--- src/rtl/mio_arbiter.sv ---
// mio_arbiter: two-master round-robin arbiter in front of a single memory/MIO
// port. One transaction at a time, each bounded by a wait-cycle timeout.
//
// state  | meaning
// -------+---------------------------------------------------------------
// IDLE   | no owner; arbitrate and latch the winner's request fields
// ACCESS | drive latched request to memory, count wait cycles
// DONE   | one-cycle ack (and err on timeout) to the owner, then IDLE
module mio_arbiter #(
  parameter int unsigned TIMEOUT = 15
) (
  input  logic        clk,
  input  logic        reset,
  input  logic        m0_req,
  input  logic        m0_we,
  input  logic [31:0] m0_addr,
  input  logic [31:0] m0_wdata,
  input  logic [2:0]  m0_ctrl,
  output logic [31:0] m0_rdata,
  output logic        m0_ack,
  output logic        m0_err,
  input  logic        m1_req,
  input  logic        m1_we,
  input  logic [31:0] m1_addr,
  input  logic [31:0] m1_wdata,
  input  logic [2:0]  m1_ctrl,
  output logic [31:0] m1_rdata,
  output logic        m1_ack,
  output logic        m1_err,
  output logic        mem_req,
  output logic        mem_we,
  output logic [31:0] mem_addr,
  output logic [31:0] mem_wdata,
  output logic [2:0]  mem_ctrl,
  input  logic [31:0] mem_rdata,
  input  logic        mem_ready,
  output logic [1:0]  grant,
  output logic        busy
);

  typedef enum logic [1:0] {IDLE, ACCESS, DONE} state_t;

  // Last ACCESS cycle before abort: the counter reaches TIMEOUT on that edge.
  localparam logic [7:0] WAIT_LAST = 8'(TIMEOUT - 1);

  state_t      state;
  logic        owner;
  logic        last_grant;
  logic [7:0]  wait_cnt;
  logic        we_q;
  logic [31:0] addr_q;
  logic [31:0] wdata_q;
  logic [2:0]  ctrl_q;
  logic [1:0]  grant_q;
  logic        pick;

  // Round-robin winner: a lone requester wins, a tie goes to the master not granted last.
  always_comb begin
    pick = m1_req & (~m0_req | ~last_grant);
  end

  // Memory port carries the latched request only while in ACCESS, zero otherwise.
  always_comb begin
    mem_req   = (state == ACCESS);
    mem_we    = (state == ACCESS) ? we_q    : 1'b0;
    mem_addr  = (state == ACCESS) ? addr_q  : 32'h0;
    mem_wdata = (state == ACCESS) ? wdata_q : 32'h0;
    mem_ctrl  = (state == ACCESS) ? ctrl_q  : 3'b000;
    grant     = grant_q;
    busy      = (state != IDLE);
  end

  // Arbitration / access / completion state machine with registered responses.
  always_ff @(posedge clk) begin
    if (reset) begin
      state      <= IDLE;
      owner      <= 1'b0;
      last_grant <= 1'b1;
      wait_cnt   <= 8'h0;
      we_q       <= 1'b0;
      addr_q     <= 32'h0;
      wdata_q    <= 32'h0;
      ctrl_q     <= 3'b000;
      grant_q    <= 2'b00;
      m0_rdata   <= 32'h0;
      m1_rdata   <= 32'h0;
      m0_ack     <= 1'b0;
      m1_ack     <= 1'b0;
      m0_err     <= 1'b0;
      m1_err     <= 1'b0;
    end else begin
      m0_ack <= 1'b0;
      m1_ack <= 1'b0;
      m0_err <= 1'b0;
      m1_err <= 1'b0;
      case (state)
        IDLE: begin
          if (m0_req || m1_req) begin
            owner      <= pick;
            last_grant <= pick;
            we_q       <= pick ? m1_we    : m0_we;
            addr_q     <= pick ? m1_addr  : m0_addr;
            wdata_q    <= pick ? m1_wdata : m0_wdata;
            ctrl_q     <= pick ? m1_ctrl  : m0_ctrl;
            grant_q    <= pick ? 2'b10 : 2'b01;
            wait_cnt   <= 8'h0;
            state      <= ACCESS;
          end
        end
        ACCESS: begin
          // A ready response wins over a timeout landing in the same cycle.
          if (mem_ready) begin
            state <= DONE;
            if (owner) begin
              m1_ack <= 1'b1;
              if (!we_q) m1_rdata <= mem_rdata;
            end else begin
              m0_ack <= 1'b1;
              if (!we_q) m0_rdata <= mem_rdata;
            end
          end else if (wait_cnt == WAIT_LAST) begin
            state    <= DONE;
            wait_cnt <= wait_cnt + 8'h1;
            if (owner) begin
              m1_ack   <= 1'b1;
              m1_err   <= 1'b1;
              m1_rdata <= 32'h0;
            end else begin
              m0_ack   <= 1'b1;
              m0_err   <= 1'b1;
              m0_rdata <= 32'h0;
            end
          end else begin
            wait_cnt <= wait_cnt + 8'h1;
          end
        end
        DONE: begin
          state   <= IDLE;
          grant_q <= 2'b00;
        end
        default: begin
          state   <= IDLE;
          grant_q <= 2'b00;
        end
      endcase
    end
  end

endmodule

--- config.mk ---
export PLATFORM = sky130hd
export DESIGN_NAME = mio_arbiter
export DESIGN_NICKNAME = d
export VERILOG_FILES = /design/src/rtl/mio_arbiter.sv
export SDC_FILE = /design/constraint.sdc
export NUM_CORES = 1
export LEC_CHECK = 0
export BUFFER_PORTS_ARGS = -buffer_cell sky130_fd_sc_hd__buf_2
export CAP_MARGIN = 20
export CORE_AREA = 2 2 122 124
export CTS_BUF_LIST = sky130_fd_sc_hd__clkbuf_8
export DETAILED_ROUTE_END_ITERATION = 6
export DIE_AREA = 0 0 124 126
export PLACE_DENSITY = 0.77
export SETUP_SLACK_MARGIN = 0.4
export SYNTH_ARGS = -nofsm -noshare
export SYNTH_HDL_FRONTEND = slang
export SYNTH_SLANG_ARGS = --single-unit
--- constraint.sdc ---
create_clock -name clk -period 2.5 [get_ports clk]
set_clock_uncertainty 0.1 [all_clocks]
set_input_delay 0.125 -clock clk [delete_from_list [all_inputs] [get_ports clk]]
set_output_delay 0.125 -clock clk [all_outputs]
set_load 0.01 [all_outputs]
# [Yosys cells after proc, flatten, opt, wreduce, memory -nomap -nowiden]
# Cells that the tools add are included.
[totals] ff_bits=150 out_inout_bits=140 wordCells=74
[op_classes] add_sub_neg=1 n_eq_ne=6 muxes=33 bitwise_logic=6 reduce_logical=13
[op_table] cell="$mux W32" count=13
[op_table] cell="$mux W8" count=2
[op_table] cell="$pmux W8 S2" count=1
[op_table] cell="$mux W2" count=5
[op_table] cell="$add A8 B1 Y8 const B" count=1
[op_table] cell="$eq A8 B4 Y1 const B" count=1
[op_table] cell="$mux W1" count=8
[op_table] cell="$pmux W2 S2" count=2
[op_table] cell="$reduce_and A4 Y1" count=2
[op_table] cell="$mux W3" count=2
[op_table] cell="$ne A2 B2 Y1 const B" count=3
[op_table] cell="$reduce_and A2 Y1" count=3
[op_table] cell="$reduce_bool A2 Y1" count=3
[op_table] cell="$not A1 Y1" count=4
[op_table] cell="$ne A3 B1 Y1 const B" count=1
[op_table] cell="$reduce_and A3 Y1" count=1
[op_table] cell="$reduce_or A3 Y1" count=1
[op_table] cell="$eq A2 B1 Y1 const B" count=1
[op_table] cell="$logic_not A2 Y1" count=1
[op_table] cell="$reduce_or A2 Y1" count=1
[op_table] cell="$and A1 B1 Y1" count=1
[op_table] cell="$logic_or A1 B1 Y1" count=1
[op_table] cell="$or A1 B1 Y1" count=1

# [Logic depth before layout (Yosys ltp)]
# Gate-level depths: netlist (run 1).
[depth] ltp_word=6 mapped_depth=7 depth_no_buf=6

# [Worst setup path before layout (run 1)]
# Ideal clock, no wire load.
[synth_timing] kind="reg2reg" start="register wait_cnt[0]" end="register m0_err" setup_time_ps=65 arrival_ps=1602 t_required_ps=2335 path_slack_ps=733 path_stages_with_launch=7 n_path_buf=0 period_less_slack_ps=1767 path_cell_list="dfxtp_1 inv_1 ha_1 nand4b_1 or4_4 or4_1 nor2_1"
[synth_between] elab_chain_cells=2
[synth_lines] item="start: declaration" line="49" text="logic [7:0] wait_cnt;"
[synth_lines] item="start signal: assignment" line="123" text="wait_cnt <= wait_cnt + 8'h1;"
[synth_lines] item="start signal: assignment" line="134" text="wait_cnt <= wait_cnt + 8'h1;"
[synth_lines] item="$eq A8 B4 Y1" line="121" text="end else if (wait_cnt == WAIT_LAST) begin"
[synth_lines] item="$mux W1" line="121"
[synth_lines] item="end signal: assignment" line="89" text="m0_err <= 1'b0;"
[synth_lines] item="end signal: assignment" line="94" text="m0_err <= 1'b0;"
[synth_lines] item="end signal: assignment" line="130" text="m0_err <= 1'b1;"
[synth_lines] item="end: declaration" line="21" text="output logic m0_err,"
# Every way passes these cells.
# A chain may end at the register's enable or synchronous reset.

# [Worst setup path in the final report (run 1)]
[layout_timing] start="register state[1]" end="output port mem_addr[28]"
[layout_between] elab_chain_cells=2
[layout_lines] item="start: declaration" line="46" text="state_t state;"
[layout_lines] item="start signal: assignment" line="76" text="state <= IDLE;"
[layout_lines] item="start signal: assignment" line="107" text="state <= ACCESS;"
[layout_lines] item="start signal: assignment" line="113" text="state <= DONE;"
[layout_lines] item="$eq A2 B1 Y1" line="66" text="mem_addr = (state == ACCESS) ? addr_q : 32'h0;"
[layout_lines] item="$mux W32" line="66"
[layout_lines] item="end: declaration" line="32" text="output logic [31:0] mem_addr,"
# Every way passes these cells.

==> impl_metrics.py, run 1 <==
metrics = {
    "cells_and_area": {
        "multi_input_area_mm2": 0.00290,
        "n_fill_cell": 926,
        "area_growth_pct": 63.8,
        "final_common_cell": "buf_2",
        "layout_common_cells": "buf_2 (312), dlygate4sd3_1 (173), dfxtp_1 (149)",
        "final_cells": 1361,
        "regArea_mm2": 0.00300,
        "finalInstanceArea_mm2": 0.0102,
        "nets": 1339,
        "drive_gt1_frac": 0.327,
        "antenna_cells": 0,
    },
    "power_and_ir_drop": {
        "p_seq_frac": 0.449,
        "powerDensity_mw_per_mm2": 580,
        "vdd_ir_drop_max_uv": 331,
        "power_frac_comb": 0.226,
        "p_switching_mw": 1.82,
        "leakagePower_nw": 4.78,
        "p_int_mw": 4.10,
        "p_total_mw": 5.92,
        "pwr-share-clk": 0.325,
        "swShare": 0.308,
    },
    "clock_tree": {
        "clock_sink_count": 150,
        "clk_latency_ps": 440,
        "cts_root_buf": "clkbuf_8",
        "cts_buffer_depth": 2,
        "numCtsBuffers": 17,
        "cts_tree": "yes",
        "cts.htree.levels": 4,
        "clk_pin_slew_worst_paths_ps": 80,
    },
    "critical_path": {
        "crit_start": "state[1]",
        "cp-endpoint": "mem_addr[28]",
        "startpoint_type": "flip-flop",
        "r2r_setup_slack_ps": 580,
        "rr_worst_depth": 5,
        "critical_path_class": "reg -> out",
        "cp_slowest_stage_delay_ps": 400,
        "r2r_end": "wdata_q[13]",
        "path_max_fanout": 35,
        "cp.arrival_ps": 1770,
        "worstReg2RegStart": "last_grant",
        "crit_required_ps": 2280,
        "worstPathCellList": "nand2b_4, clkinvlp_4, clkbuf_16, and2_1, buf_2",
        "end_kind": "output port",
        "crit_slowest_cell": "dfxtp_2",
    },
    "logic_synthesis": {
        "ys_seq_area_frac": 0.483,
        "avgSynthCellArea_um2": 8.89,
        "syn_inst": 700,
        "syn_nets": 875,
        "synth_edf_count": 0,
        "synth_flop_cell": "dfxtp_1",
        "async_reset_ff_frac": 0,
        "synthDistinctLibCells": 34,
        "yosys_warnings": 0,
        "yosys_register_bits": 150,
        "syn_area_mm2": 0.00622,
    },
    "placement": {
        "dp.cells": 1153,
        "gp_congestion": 0.847,
        "dp_hpwl_um": 13300,
        "dpl_cell_area_mm2": 0.00798,
        "port_buffers": 312,
    },
    "drt": {
        "via_count": 7802,
        "firstDrtPassIters": 6,
        "wl_um": 26600,
        "routedWlPerCell_um": 19.5,
        "drc_errors": 0,
        "viasPerCell": 5.73,
        "drt_first_iter_violations": 647,
        "ant_nets": 0,
    },
    "die": {
        "initial_core_util": 0.435,
        "die_w_um": 124,
        "core-area_mm2": 0.0143,
        "fp.dieH_um": 126,
        "rows": 44,
        "pin_count": 313,
        "dieArea_mm2": 0.0156,
    },
    "status": {
        "run_status": "completed",
    },
    "timing": {
        "min_period_ps": 2000,
        "rsz0062_at_grt": "no",
        "slew_violations": 0,
        "setup-tns-final_ps": 0,
        "relSlewSlack": 0.487,
        "hold_viol_final": 0,
        "setup_viol_count_final": 0,
        "max_freq_mhz": 500,
        "min_period_over_period": 0.800,
        "tightest_slew_ps": 770,
    },
    "global_route": {
        "overflow": 0,
        "antenna_found_initial": 0,
        "first_global_vias": 7600,
        "grt_pass1_wl_um": 40100,
        "grt_start_max_net_pins": 71,
        "grt_usage": 0.333,
    },
    "run": {
        "max-cap-violations": 0,
    },
    "worst_hold_path": {
        "hold_class": "in -> reg",
    },
}
cells by family (layout without fill, tap and decap cells):
| logic type | after synthesis | count (layout) | synth area share |
|---|---|---|---|
| buffers and inverters | 72 | 549 | 0.0567 |
| XOR/XNOR | 4 | 4 | 0.00563 |
| multiplexers | 1 | 1 | 0.00161 |
| AO/OA/AOI/OAI | 151 | 151 | 0.218 |
| AND/OR/NAND/NOR | 320 | 320 | 0.231 |
| adder cells (fa/ha/maj) | 2 | 2 | 0.00402 |
| flip-flops | 150 | 150 | 0.483 |
worst min path at each step:
stage	from	end	slack, ps	depth (start not counted)
5_1_grt	m0_req	addr_q[29]	60	4
2_1_floorplan	mem_rdata[0]	m0_rdata[0]	180	1
3_3_place_gp	mem_rdata[25]	m0_rdata[25]	280	2
3_5_place_dp	mem_rdata[10]	m1_rdata[10]	280	2
4_1_cts	m0_req	owner	40	4
6_report	m0_req	addr_q[29]	90	4
through the flow:
| step | utilization | setup slack (ps) | hold slack (ps) |
|---|---|---|---|
| after global routing | 0.712 | 404 | 55.5 |
| after detailed placement | 0.558 | 557 | 283 |
| after CTS | 0.708 | 409 | 40.5 |
| after global placement | 0.558 | 606 | 279 |
| after floorplan | - | 733 | 179 |
| final | 0.712 | 500 | 85.4 |
state kept, by name, summed over array words and instances, names as in the netlist:
register,flops
owner,1
grant,2
ctrl_q,3
m1_ack,1
m0_ack,1
addr_q,32
m0_rdata,32
state,2
last_grant,1
wdata_q,32
m1_err,1
m0_err,1
wait_cnt,8
we_q,1
m1_rdata,32
power groups by stage:
stage               combinational [mW]  sequential, mW  clock (mW)
floorplan                        0.570            2.68           0
global placement                 0.970            2.68           0
detailed placement               0.980            2.69           0
CTS                               1.20            2.63        1.95
global route                      1.42            2.67        2.08
finish                            1.34            2.66        1.92
timing repair:
item	4_1_cts	5_1_grt
cloned	0	1
endpoints found under the setup margin	69	108
pin swaps	0	1
hold buffers	173	0
hold endpoints to repair	141	0
buffers inserted	0	2
resized for setup	4	3
final cells by class:
| cell class | count | area share |
|---|---|---|
| well taps | 184 | 0.0226 |
| clock inverters | 15 | 0.0166 |
| multi-input cells | 478 | 0.284 |
| flip-flops and latches | 150 | 0.295 |
| repair buffers | 511 | 0.356 |
| clock buffers | 17 | 0.0230 |
| inverters | 6 | 0.00258 |
per-layer routing:
layer  vias up  wire length, µm  global-route usage
met1      3553             8950               0.357
li1       3436                -                   -
met3       173             2950              0.0942
met2       640            12600               0.549
met5         -                0                   0
met4         0             2080               0.250
Yosys cell counts, drive strengths merged (4+ instances only):
cell type,n,share of area
a32o,64,0.10
o21ai,6,0.0054
and2,72,0.072
buf,23,0.027
dfxtp,150,0.48
a21oi,9,0.0084
inv,6,0.0036
clkbuf,43,0.026
a311oi,68,0.096
nor2,85,0.051
xor2,4,0.0056
nand2,142,0.086
critical path: cells and delay by family, from the launching register on:
kind / cells / cell delay (ps)
buf+inv: 3 / 550
flops: 1 / 400
simple gates: 2 / 390
No activity file was read; power rests on OpenSTA's default activity.
==> run 2, diff against run 1 <==
Settings changed: CORE_AREA 2 2 122 124 to 2 2 124 126, DIE_AREA 0 0 124 126 to 0 0 126 128, PLACE_DENSITY 0.77 to 0.78.
Clock period 2.5 ns to 1.7 ns, I/O delays scaled along.
==> run 2 against run 1 <==
  * The flow now finishes with violations (DRC, setup timing)
  * Final area is 20% higher
  * First-iteration DRC count grew 75%
  * Routed wire length increased by 41%
  * Core utilization up 11 points
==> impl_metrics.py, run 2 (synthesis results as in run 1) <==
metrics = {
    "timing": {
        "hold_viol_final": 0,
        "setup_viol_count_final": 200,
        "tightest_slew_ps": 631,
        "min_period_ps": 2130,
        "setup_slack_ps": -426,
        "min_period_over_period": 1.25,
        "holdWs_ps": 34.3,
        "max_freq_mhz": 470,
        "relSlewSlack": 0.579,
        "rsz0062_at_grt": "yes",
        "slew_violations": 0,
    },
    "drt": {
        "wl_um": 37500,
        "viasPerCell": 6.29,
        "via_count": 9155,
        "ant_nets": 0,
        "drt_first_iter_violations": 1131,
        "firstDrtPassIters": 7,
        "routedWlPerCell_um": 25.8,
        "drc_errors": 4,
    },
    "cells_and_area": {
        "nets": 1428,
        "n_fill_cell": 711,
        "final_common_cell": "buf_2",
        "layout_common_cells": "buf_2 (290), dlygate4sd3_1 (172), dfxtp_1 (145)",
        "drive_gt1_frac": 0.492,
        "area_growth_pct": 97.3,
    },
    "critical_path": {
        "crit_start": "state[0]",
        "worstReg2RegStart": "state[0]",
        "critical_path_class": "reg -> reg",
        "worstPathCellList": "buf_6, nor2_4, inv_2, nor2_4, buf_6, buf_12, buf_12, buf_16, buf_8, a311oi_2",
        "crit_family": "buffers and inverters",
        "path_max_fanout": 8,
        "cp.arrival_ps": 2330,
        "end_kind": "flip-flop",
        "r2r_setup_slack_ps": -430,
        "startpoint_type": "flip-flop",
        "path_depth": 10,
        "crit_required_ps": 1910,
        "cp_slowest_stage_delay_ps": 490,
        "rr_worst_depth": 10,
        "crit_slowest_cell": "a311oi_2",
        "worst-path-buf-inv": 7,
    },
    "global_route": {
        "antenna_found_initial": 2,
        "grt_pass1_wl_um": 47600,
        "first_global_vias": 8772,
        "grt_usage": 0.376,
        "grt_start_max_net_pins": 74,
        "overflow": 0,
    },
    "die": {
        "initial_core_util": 0.419,
        "fp.dieH_um": 128,
        "rows": 45,
        "dieArea_mm2": 0.0161,
        "core-area_mm2": 0.0149,
        "die_w_um": 126,
        "pin_count": 313,
    },
    "clock_tree": {
        "cts_tree": "yes",
        "cts_buffer_depth": 2,
        "clk_pin_slew_worst_paths_ps": 100,
        "clock_sink_count": 150,
        "cts.htree.levels": 4,
        "numCtsBuffers": 17,
        "cts_root_buf": "clkbuf_8",
        "clk_latency_ps": 450,
    },
    "worst_hold_path": {
        "hold_class": "in -> reg",
        "min_path_cells": 2,
        "min_from": "reset",
    },
    "power_and_ir_drop": {
        "vdd_ir_drop_max_uv": 468,
        "p_total_mw": 10.3,
        "powerDensity_mw_per_mm2": 841,
        "leakagePower_nw": 5.55,
    },
    "run": {
        "max-cap-violations": 0,
    },
    "placement": {
        "dp_hpwl_um": 13600,
        "port_buffers": 312,
        "gp_congestion": 0.834,
    },
    "status": {
        "run_status": "complete, but fails checks",
        "violations": "DRC, setup timing",
    },
}
[run 2: cell types whose count changed in the layout (fill, tap and decap cells not counted), moves of 24 or more]
cell      change
a311oi_1     -56
buf_6        +56
a311oi_2     +55
nor2_1       -46
nor2_2       +36
and2_4       +25
buf_4        +25
and2_1       -24
[run 2: layer usage]
| metal | track usage | vias up | part of all wire |
|---|---|---|---|
| met5 | 0 | - | 0.00035 |
| met4 | 0.273 | 2 | 0.11 |
| met3 | 0.112 | 378 | 0.14 |
| met2 | 0.630 | 1001 | 0.43 |
| met1 | 0.406 | 4150 | 0.32 |
| li1 | - | 3624 | - |
[run 2: cell type report]
| class | count | area (µm²) | share of cell area |
|---|---|---|---|
| diodes | 1 | 2.50 | 0.000204 |
| clock buffers | 17 | 234 | 0.0191 |
| clock inverters | 15 | 184 | 0.0150 |
| inverters | 6 | 35.0 | 0.00285 |
| multi-input cells | 479 | 3610 | 0.294 |
| flip-flops and latches | 150 | 3010 | 0.245 |
| well taps | 188 | 235 | 0.0192 |
| repair buffers | 599 | 4960 | 0.404 |
[run 2: timing repair]
item                                    4_1_cts  5_1_grt
cloned                                       12        0
pin swaps                                    73       27
setup buffers                                56        9
hold endpoints to repair                    137        0
hold buffers                                172        0
resized for setup                           139      122
endpoints found under the setup margin      216      220
[run 2: path summary, 6_finish.rpt]
path                               endpoint
worst max-delay path            wdata_q[19]
worst min-delay path             wdata_q[8]
worst max register to register  wdata_q[19]
worst min register to register  m0_rdata[9]
[run 2: report_power, final]
part	internal, mW	switching [mW]
combinational	1.66	1.65
sequential	3.76	0.222
clock	1.38	1.65
total	6.79	3.53
[run 2: per-stage QoR]
stage	setup WS (ps)	util	cells	setup TNS, ps	cell area [µm²]
2_1_floorplan	-32.4	-	700	-1060	6320
3_3_place_gp	-131	0.551	1173	-5410	8190
3_5_place_dp	-156	0.551	1173	-6640	8190
4_1_cts	-84.6	0.781	1445	-6770	11600
5_1_grt	-562	0.826	1454	-28370	12300
6_report	-426	0.826	1455	-17640	12300
